==> src/rtl/alu_seq.sv <==
// Multi-cycle ALU with valid/ready handshake: single-cycle arithmetic/logic ops,
// shift-add unsigned multiply and restoring unsigned divide, results held until consumed.
//
// state  | meaning
// S_IDLE | waiting for a request, o_ready high
// S_MUL  | one multiplier bit per cycle, N cycles
// S_DIV  | one quotient bit per cycle, N cycles
// S_FIN  | result/flags written into the output registers
// S_DONE | o_valid high, result held until i_ready
module alu_seq #(
    parameter int N = 32
) (
    input  logic         clk,
    input  logic         rst,
    input  logic         i_valid,
    output logic         o_ready,
    input  logic [N-1:0] a,
    input  logic [N-1:0] b,
    input  logic [2:0]   op,
    output logic         o_valid,
    input  logic         i_ready,
    output logic [N-1:0] result,
    output logic [N-1:0] result_hi,
    output logic         zero,
    output logic         overflow,
    output logic         div_by_zero
);

    localparam int CW = $clog2(N) + 1;

    localparam logic [2:0] OP_ADD  = 3'd0;
    localparam logic [2:0] OP_SUB  = 3'd1;
    localparam logic [2:0] OP_AND  = 3'd2;
    localparam logic [2:0] OP_OR   = 3'd3;
    localparam logic [2:0] OP_SLT  = 3'd4;
    localparam logic [2:0] OP_MULU = 3'd5;
    localparam logic [2:0] OP_DIVU = 3'd6;

    typedef enum logic [2:0] {
        S_IDLE,
        S_MUL,
        S_DIV,
        S_FIN,
        S_DONE
    } state_t;

    state_t          state, state_nxt;
    logic [N-1:0]    a_r, b_r;
    logic [2:0]      op_r;
    logic [N-1:0]    hi_r, lo_r;
    logic [CW-1:0]   cnt;
    logic            cnt_tc;

    logic [N:0]      mul_sum;
    logic [N:0]      div_shift;
    logic [N-1:0]    div_diff;
    logic            div_ge;

    logic [N-1:0]    add_sum, sub_diff;
    logic [N-1:0]    fin_lo, fin_hi;
    logic            fin_ov, fin_dbz;

    assign o_ready = (state == S_IDLE);
    assign o_valid = (state == S_DONE);
    assign cnt_tc  = (cnt == CW'(1));

    always_ff @(posedge clk or posedge rst) begin
        if (rst) state <= S_IDLE;
        else     state <= state_nxt;
    end

    always_comb begin
        state_nxt = state;
        case (state)
            S_IDLE: begin
                if (i_valid) begin
                    if (op == OP_MULU)                  state_nxt = S_MUL;
                    else if (op == OP_DIVU && b != '0)  state_nxt = S_DIV;
                    else                                state_nxt = S_FIN;
                end
            end
            S_MUL, S_DIV: if (cnt_tc) state_nxt = S_FIN;
            S_FIN:        state_nxt = S_DONE;
            S_DONE:       if (i_ready) state_nxt = S_IDLE;
            default:      state_nxt = S_IDLE;
        endcase
    end

    // {hi_r, lo_r} doubles as the product register (multiplier shifts out of lo_r)
    // and as {remainder, dividend/quotient} during division.
    always_comb begin
        mul_sum   = {1'b0, hi_r} + (lo_r[0] ? {1'b0, a_r} : '0);
        div_shift = {hi_r, lo_r[N-1]};
        div_ge    = (div_shift >= {1'b0, b_r});
        div_diff  = div_shift[N-1:0] - b_r;
    end

    always_comb begin
        add_sum  = a_r + b_r;
        sub_diff = a_r - b_r;
        fin_lo   = '0;
        fin_hi   = '0;
        fin_ov   = 1'b0;
        fin_dbz  = 1'b0;
        case (op_r)
            OP_ADD: begin
                fin_lo = add_sum;
                fin_ov = (a_r[N-1] == b_r[N-1]) && (add_sum[N-1] != a_r[N-1]);
            end
            OP_SUB: begin
                fin_lo = sub_diff;
                fin_ov = (a_r[N-1] != b_r[N-1]) && (sub_diff[N-1] != a_r[N-1]);
            end
            OP_AND:  fin_lo = a_r & b_r;
            OP_OR:   fin_lo = a_r | b_r;
            OP_SLT:  fin_lo = {{(N-1){1'b0}}, ($signed(a_r) < $signed(b_r))};
            OP_MULU: begin
                fin_lo = lo_r;
                fin_hi = hi_r;
            end
            OP_DIVU: begin
                if (b_r == '0) begin
                    fin_lo  = '1;
                    fin_hi  = a_r;
                    fin_dbz = 1'b1;
                end else begin
                    fin_lo = lo_r;
                    fin_hi = hi_r;
                end
            end
            default: ;
        endcase
    end

    always_ff @(posedge clk or posedge rst) begin
        if (rst) begin
            a_r         <= '0;
            b_r         <= '0;
            op_r        <= '0;
            hi_r        <= '0;
            lo_r        <= '0;
            cnt         <= '0;
            result      <= '0;
            result_hi   <= '0;
            zero        <= 1'b0;
            overflow    <= 1'b0;
            div_by_zero <= 1'b0;
        end else begin
            case (state)
                S_IDLE: begin
                    if (i_valid) begin
                        a_r  <= a;
                        b_r  <= b;
                        op_r <= op;
                        cnt  <= CW'(N);
                        hi_r <= '0;
                        lo_r <= (op == OP_MULU) ? b : a;
                    end
                end
                S_MUL: begin
                    hi_r <= mul_sum[N:1];
                    lo_r <= {mul_sum[0], lo_r[N-1:1]};
                    cnt  <= cnt - CW'(1);
                end
                S_DIV: begin
                    hi_r <= div_ge ? div_diff : div_shift[N-1:0];
                    lo_r <= {lo_r[N-2:0], div_ge};
                    cnt  <= cnt - CW'(1);
                end
                S_FIN: begin
                    result      <= fin_lo;
                    result_hi   <= fin_hi;
                    zero        <= (fin_lo == '0);
                    overflow    <= fin_ov;
                    div_by_zero <= fin_dbz;
                end
                default: ;
            endcase
        end
    end

endmodule

==> config.mk <==
export PLATFORM = sky130hd
export DESIGN_NAME = alu_seq
export DESIGN_NICKNAME = d
export VERILOG_FILES = /design/src/rtl/alu_seq.sv
export SDC_FILE = /design/constraint.sdc
export NUM_CORES = 1
export LEC_CHECK = 0
export CORE_ASPECT_RATIO = 0.7
export CORE_MARGIN = 5
export CORE_UTILIZATION = 55
export DETAILED_ROUTE_END_ITERATION = 12
export HOLD_SLACK_MARGIN = 0.12
export PLACE_DENSITY = 0.79
export SKIP_CTS_REPAIR_TIMING = 1
export SYNTH_ARGS = -nofsm -noshare
export SYNTH_HDL_FRONTEND = slang
export SYNTH_SLANG_ARGS = --single-unit
==> constraint.sdc <==
create_clock -name clk -period 5.9 [get_ports clk]
set_input_delay 0.59 -clock clk [delete_from_list [all_inputs] [get_ports clk]]
set_output_delay 0.59 -clock clk [all_outputs]
set_load 0.01 [all_outputs]
# After elaboration in Yosys (flattened, before gate mapping)
# Cells that the tools add are included.
# totals
wordCells,78
in_bits,71
out_inout_bits,69
regBits,207
# op_classes
n_eq_ne,20
n_addsub,5
magnitude_cmp,2
reduce_logical,15
bitwise,2
mux,22
# ops
cell,n
32-bit two-way mux,7
32-bit case mux with 7 select lines,1
32-bit case mux with 3 select lines,2
32-bit zero test,2
32-bit case mux with 2 select lines,1
32-bit subtractor,2
32-bit by 32-bit adder with 33-bit output,1
33-bit by 32-bit >= comparator with 1-bit output,1
32-bit adder,1
32-bit AND,1
32-bit less-than comparator,1
32-bit OR,1
32-bit nonzero test,1
3-bit == test (second input constant),6
3-bit by 2-bit == test with 1-bit output (second input constant),4
3-bit case mux with 4 select lines,1
6-bit case mux with 2 select lines,1
3-bit two-way mux,3
3-bit by 1-bit == test with 1-bit output (second input constant),2
6-bit by 1-bit == test with 1-bit output (second input constant),1
3-bit zero test,2
6-bit two-way mux,1
2-bit AND reduction,3
6-bit by 1-bit subtractor with 6-bit output (second input constant),1
12 further kinds,19

# Logic depth before layout (Yosys ltp)
# depth
depth_word,6
ltp_mapped,15
depth_no_buf,15

# Least setup slack after synthesis
# Ideal clock, no wire load.
# synth_path
path_kind,reg-to-reg
start,register a_r[17]
end,register zero
path_stages_with_launch,15
arrival_time_ns,3.469
setup_ns,0.103
required_ns,5.797
synth_period_minus_slack_ns,3.572
path_buffers,1
path_slack_ns,2.328
cell_sequence,dfrtp_1 inv_1 ha_1 clkbuf_1 inv_1 a21o_1 a31o_2 a41oi_1 o211ai_2 a311o_1 a21oi_1 mux2_4 a2111oi_4 nand4_1 o41ai_2
# synth_between
elab_chain_cells,3
elab_cells_between_ends,7
classes_between,add/sub: 2; order compare: 1; mux: 1; bitwise: 2; reduce/logical: 1
# synth_lines
element,line,rtl
from (decl),48,"logic [N-1:0] a_r, b_r;"
from (signal assigned),137,a_r <= '0;
from (signal assigned),152,a_r <= a;
"32-bit subtractor, or another cell as far along",100,sub_diff = a_r - b_r;
32-bit case mux with 7 select lines (*),105,case (op_r)
32-bit zero test (*),173,zero <= (fin_lo == '0);
to (signal assigned),173,
to (decl),24,"output logic zero,"
# Every way passes the cells marked *; elsewhere a longest branch is shown, timed or not.
# A chain may end at the register's enable or synchronous reset.

# Worst setup path after layout
# layout_path
start,register a_r[5]
end,register zero
# The elaborated chain is that of the path after synthesis.

==> run_results.csv <==
group,metric,value,unit
global_routing,grt_util_met2,0.565,
setup_path,timing.rr.start,"a_r[5]$_DFFE_PP0P_",
setup_path,regToRegEndpoint,"zero$_DFFE_PP0P_",
setup_path,cp_max_fo,16,
setup_path,rrSetupSlack,1130,ps
placed_design,hpwl,52600,um
clocking,clock_sinks,207,
detailed_routing,first_pass_iters,5,
logic_synthesis,ys_async_sr_fraction,1.00,
detailed_routing,ant_nets,0,
final_layout,finalNonFillerCells,2842,
floorplanning,start_util,0.561,
detailed_routing,wl_per_cell,24.3,um
floorplanning,die_h,162,um
final_layout,fillers,2905,
sta,rsz0062_at_grt,"no",
setup_path,start_kind,"flop",
final_layout,ff_latch_area,5180,um^2
final_layout,nets,2654,
final_layout,n_antenna_cell,0,
floorplanning,pin_count,140,
sta,post-route-min-period,4770,ps
sta,finalSetupViolations,0,
detailed_routing,initialDrtViolationCount,2336,
power,p_per_area,720,nW/um^2
floorplanning,die_w,228,um
power,p_leak,0.00931,uW
logic_synthesis,yosysWarnings,0,
logic_synthesis,yosysUniqueCellTypes,85,
setup_path,r2r_cells,12,
setup_path,crit_type,"reg -> reg",
detailed_routing,drc_errors,0,
power,ir_worst_vdd,0.371,mV
global_routing,grt_first_pass_wirelength,105000,um
floorplanning,core-area,32500,um^2
sta,post-route-period-util,0.809,
logic_synthesis,synth-seq-cells,207,
job,max_cap_violations,0,
sta,clock_skew,15.6,ps
sta,finalHoldViolations,0,
placed_design,io_buffer_count,139,
clocking,cts_max_path_buffers,3,
clocking,cts_buffers,23,
detailed_routing,totalWireLength,69200,um
global_routing,antenna_found_initial,2,
setup_path,cp.required,6330,ps
detailed_routing,via_count,18800,
sta,max_slew.worst_pin.slew,1130,ps
sta,slew_headroom,0.241,
clocking,insertion_delay,540,ps
sta,fmax,210,MHz
detailed_routing,viasPerCell,6.63,
global_routing,use_met1,0.500,
sta,hold_ws,330,ps
global_routing,overflow,0,
logic_synthesis,synth_edf_count,0,
global_routing,track_usage,0.363,
min_path,hold_path.class,"in -> async",
logic_synthesis,syn_area_per_cell,7.77,um^2
final_layout,area_growth,13.0,%
placed_design,place_inst,2806,
sta,slew_viol_final,0,
clocking,htree_levels,1,
sta,tns,0,ps
logic_synthesis,synthFlopType,"dfrtp_1",
global_routing,grt_start_max_net_pins,152,
final_layout,multi_input_area,12100,um^2
logic_synthesis,ys_seq_area_frac,0.284,
run_status,status,"finished clean",
final_layout,drive_above_1_share,0.0443,
clocking,cts_root_buf,"clkbuf_16",
setup_path,crit_path_end_kind,"flop",
setup_path,critical_path_arrival,5200,ps
clocking,clkTransAtPathRegs,70,ps
global_routing,grt_pass1_vias,17900,
clocking,cts_tree,"done",
placed_design,place_congestion,1.01,
logic_synthesis,netlist_area,18200,um^2
floorplanning,row_count,55,
global_routing,grt_busiest_layer,"met2",
floorplanning,fp.dieArea,36900,um^2
logic_synthesis,syn_nets,2596,
logic_synthesis,netlist_instances,2346,
global_routing,use_met3,0.0706,
-- final cells by class --
cell class	instances	share of cell area
Clock buffer	30	0.0302
Clock inverter	6	0.00298
Inverter	118	0.0217
Multi-Input combinational cell	1884	0.588
Sequential cell	207	0.252
Tap cell	427	0.0260
Timing Repair Buffer	170	0.0795
-- registers in the layout, indices dropped and copies added (netlist names), 3 cells and up --
| signal | cells |
|---|---|
| a_r | 32 |
| cnt | 6 |
| b_r | 32 |
| hi_r | 32 |
| lo_r | 32 |
| op_r | 3 |
| result_hi | 32 |
| result | 32 |
| state | 3 |
-- power breakdown --
part | internal (uW) | leakage (uW) | switching (uW)
sequential | 2050 | 0.00263 | 891
combinational | 3920 | 0.00634 | 6550
clock | 779 | 0.000334 | 629
total | 6750 | 0.00931 | 8070
-- per-stage QoR --
stage | util | worst slack [ps] | area (um^2) | total power [uW]
CTS | 0.634 | 1290 | 20600 | 14600
global placement | 0.613 | 1400 | 19900 | 12900
global route | 0.634 | 971 | 20600 | 15800
finish | 0.634 | 1130 | 20600 | 14800
floorplan | - | 2330 | 18200 | 9900
detailed placement | 0.613 | 1350 | 19900 | 13100
-- metal layers --
metal	up-vias	share of wire
met2	1093	0.44
met3	197	0.098
li1	8577	-
met5	-	0
met1	8982	0.41
met4	0	0.047
-- worst max-delay path by stage --
stage / from / to / slack, ps / cells past startpoint
detailed placement: a_r[5]$_DFFE_PP0P_ / zero$_DFFE_PP0P_ / 1350 / 12
floorplan: a_r[17]$_DFFE_PP0P_ / zero$_DFFE_PP0P_ / 2330 / 14
global route: a_r[5]$_DFFE_PP0P_ / zero$_DFFE_PP0P_ / 970 / 12
CTS: a_r[5]$_DFFE_PP0P_ / zero$_DFFE_PP0P_ / 1290 / 12
finish: a_r[5]$_DFFE_PP0P_ / zero$_DFFE_PP0P_ / 1130 / 12
global placement: a_r[7]$_DFFE_PP0P_ / zero$_DFFE_PP0P_ / 1400 / 12
-- cell usage after synthesis, types with 9 or more instances --
cell type	count	area, um^2
nor2b_1	16	100
nand2_1	348	1310
o2111ai_1	9	78.8
o21a_1	12	90.1
mux2i_1	10	100
a221o_1	9	90.1
nand4_1	22	138
a211oi_1	25	188
buf_1	13	48.8
o21bai_1	20	150
ha_1	175	2190
a21o_1	79	593
or3_1	10	62.6
dfrtp_1	207	5180
nand2b_1	20	125
nor3_1	34	170
inv_1	118	443
nor3b_1	9	67.6
o21ai_0	260	1300
and3_1	12	75.1
a22oi_1	25	188
and2_1	41	257
nand3_1	26	130
o211ai_1	18	135
xnor2_1	52	455
o31ai_1	10	75.1
a21oi_1	238	1190
buf_2	14	70.1
a31oi_1	11	68.8
clkbuf_1	108	405
nor2_1	150	563
xor2_1	30	263
a221oi_1	52	455
nor4_1	35	219
-- cells in the final DEF (no fill, tap or decap), types with 7 or more instances in the layout --
cell / n
or3_1: 10
nand4_1: 22
nor2b_1: 16
a221o_1: 9
a21oi_1: 237
clkdlybuf4s50_1: 139
buf_4: 30
o21a_1: 12
a211oi_1: 25
and2_1: 40
nor4_1: 34
nand2_1: 347
o2111ai_1: 9
o31ai_1: 9
inv_1: 117
o211ai_1: 18
a211o_1: 8
nand2b_1: 20
o21ai_0: 260
and3_1: 12
mux2i_1: 10
clkbuf_16: 23
a22oi_1: 25
dfrtp_1: 206
ha_1: 175
nor2_1: 149
a221oi_1: 52
nand3_1: 26
xor2_1: 30
a31oi_1: 11
o21bai_1: 20
nor3_1: 33
nor3b_1: 7
xnor2_1: 52
a21o_1: 79
-- critical path: stages, from the launching register on --
cell and delay, ps:
dfrtp_1 480, inv_1 100, ha_1 580, and3_1 230
a221oi_1 110, o221a_2 340, a2111oi_1 710, o21ai_0 200
a211oi_1 650, nand4_1 380, nor4_1 440, nand4_1 160
o41ai_2 280
-- kinds of logic after synthesis --
logic type / after synthesis / share of synthesized area
adders and majority gates: 179 / 0.125
xor gates and xnor gates: 82 / 0.0394
muxes: 13 / 0.00755
buffers and inverters: 255 / 0.0541
AOI/OAI and AO/OA: 860 / 0.302
DFF: 207 / 0.284
and+or+nand+nor: 750 / 0.188
(Power assumes the default switching activity.)
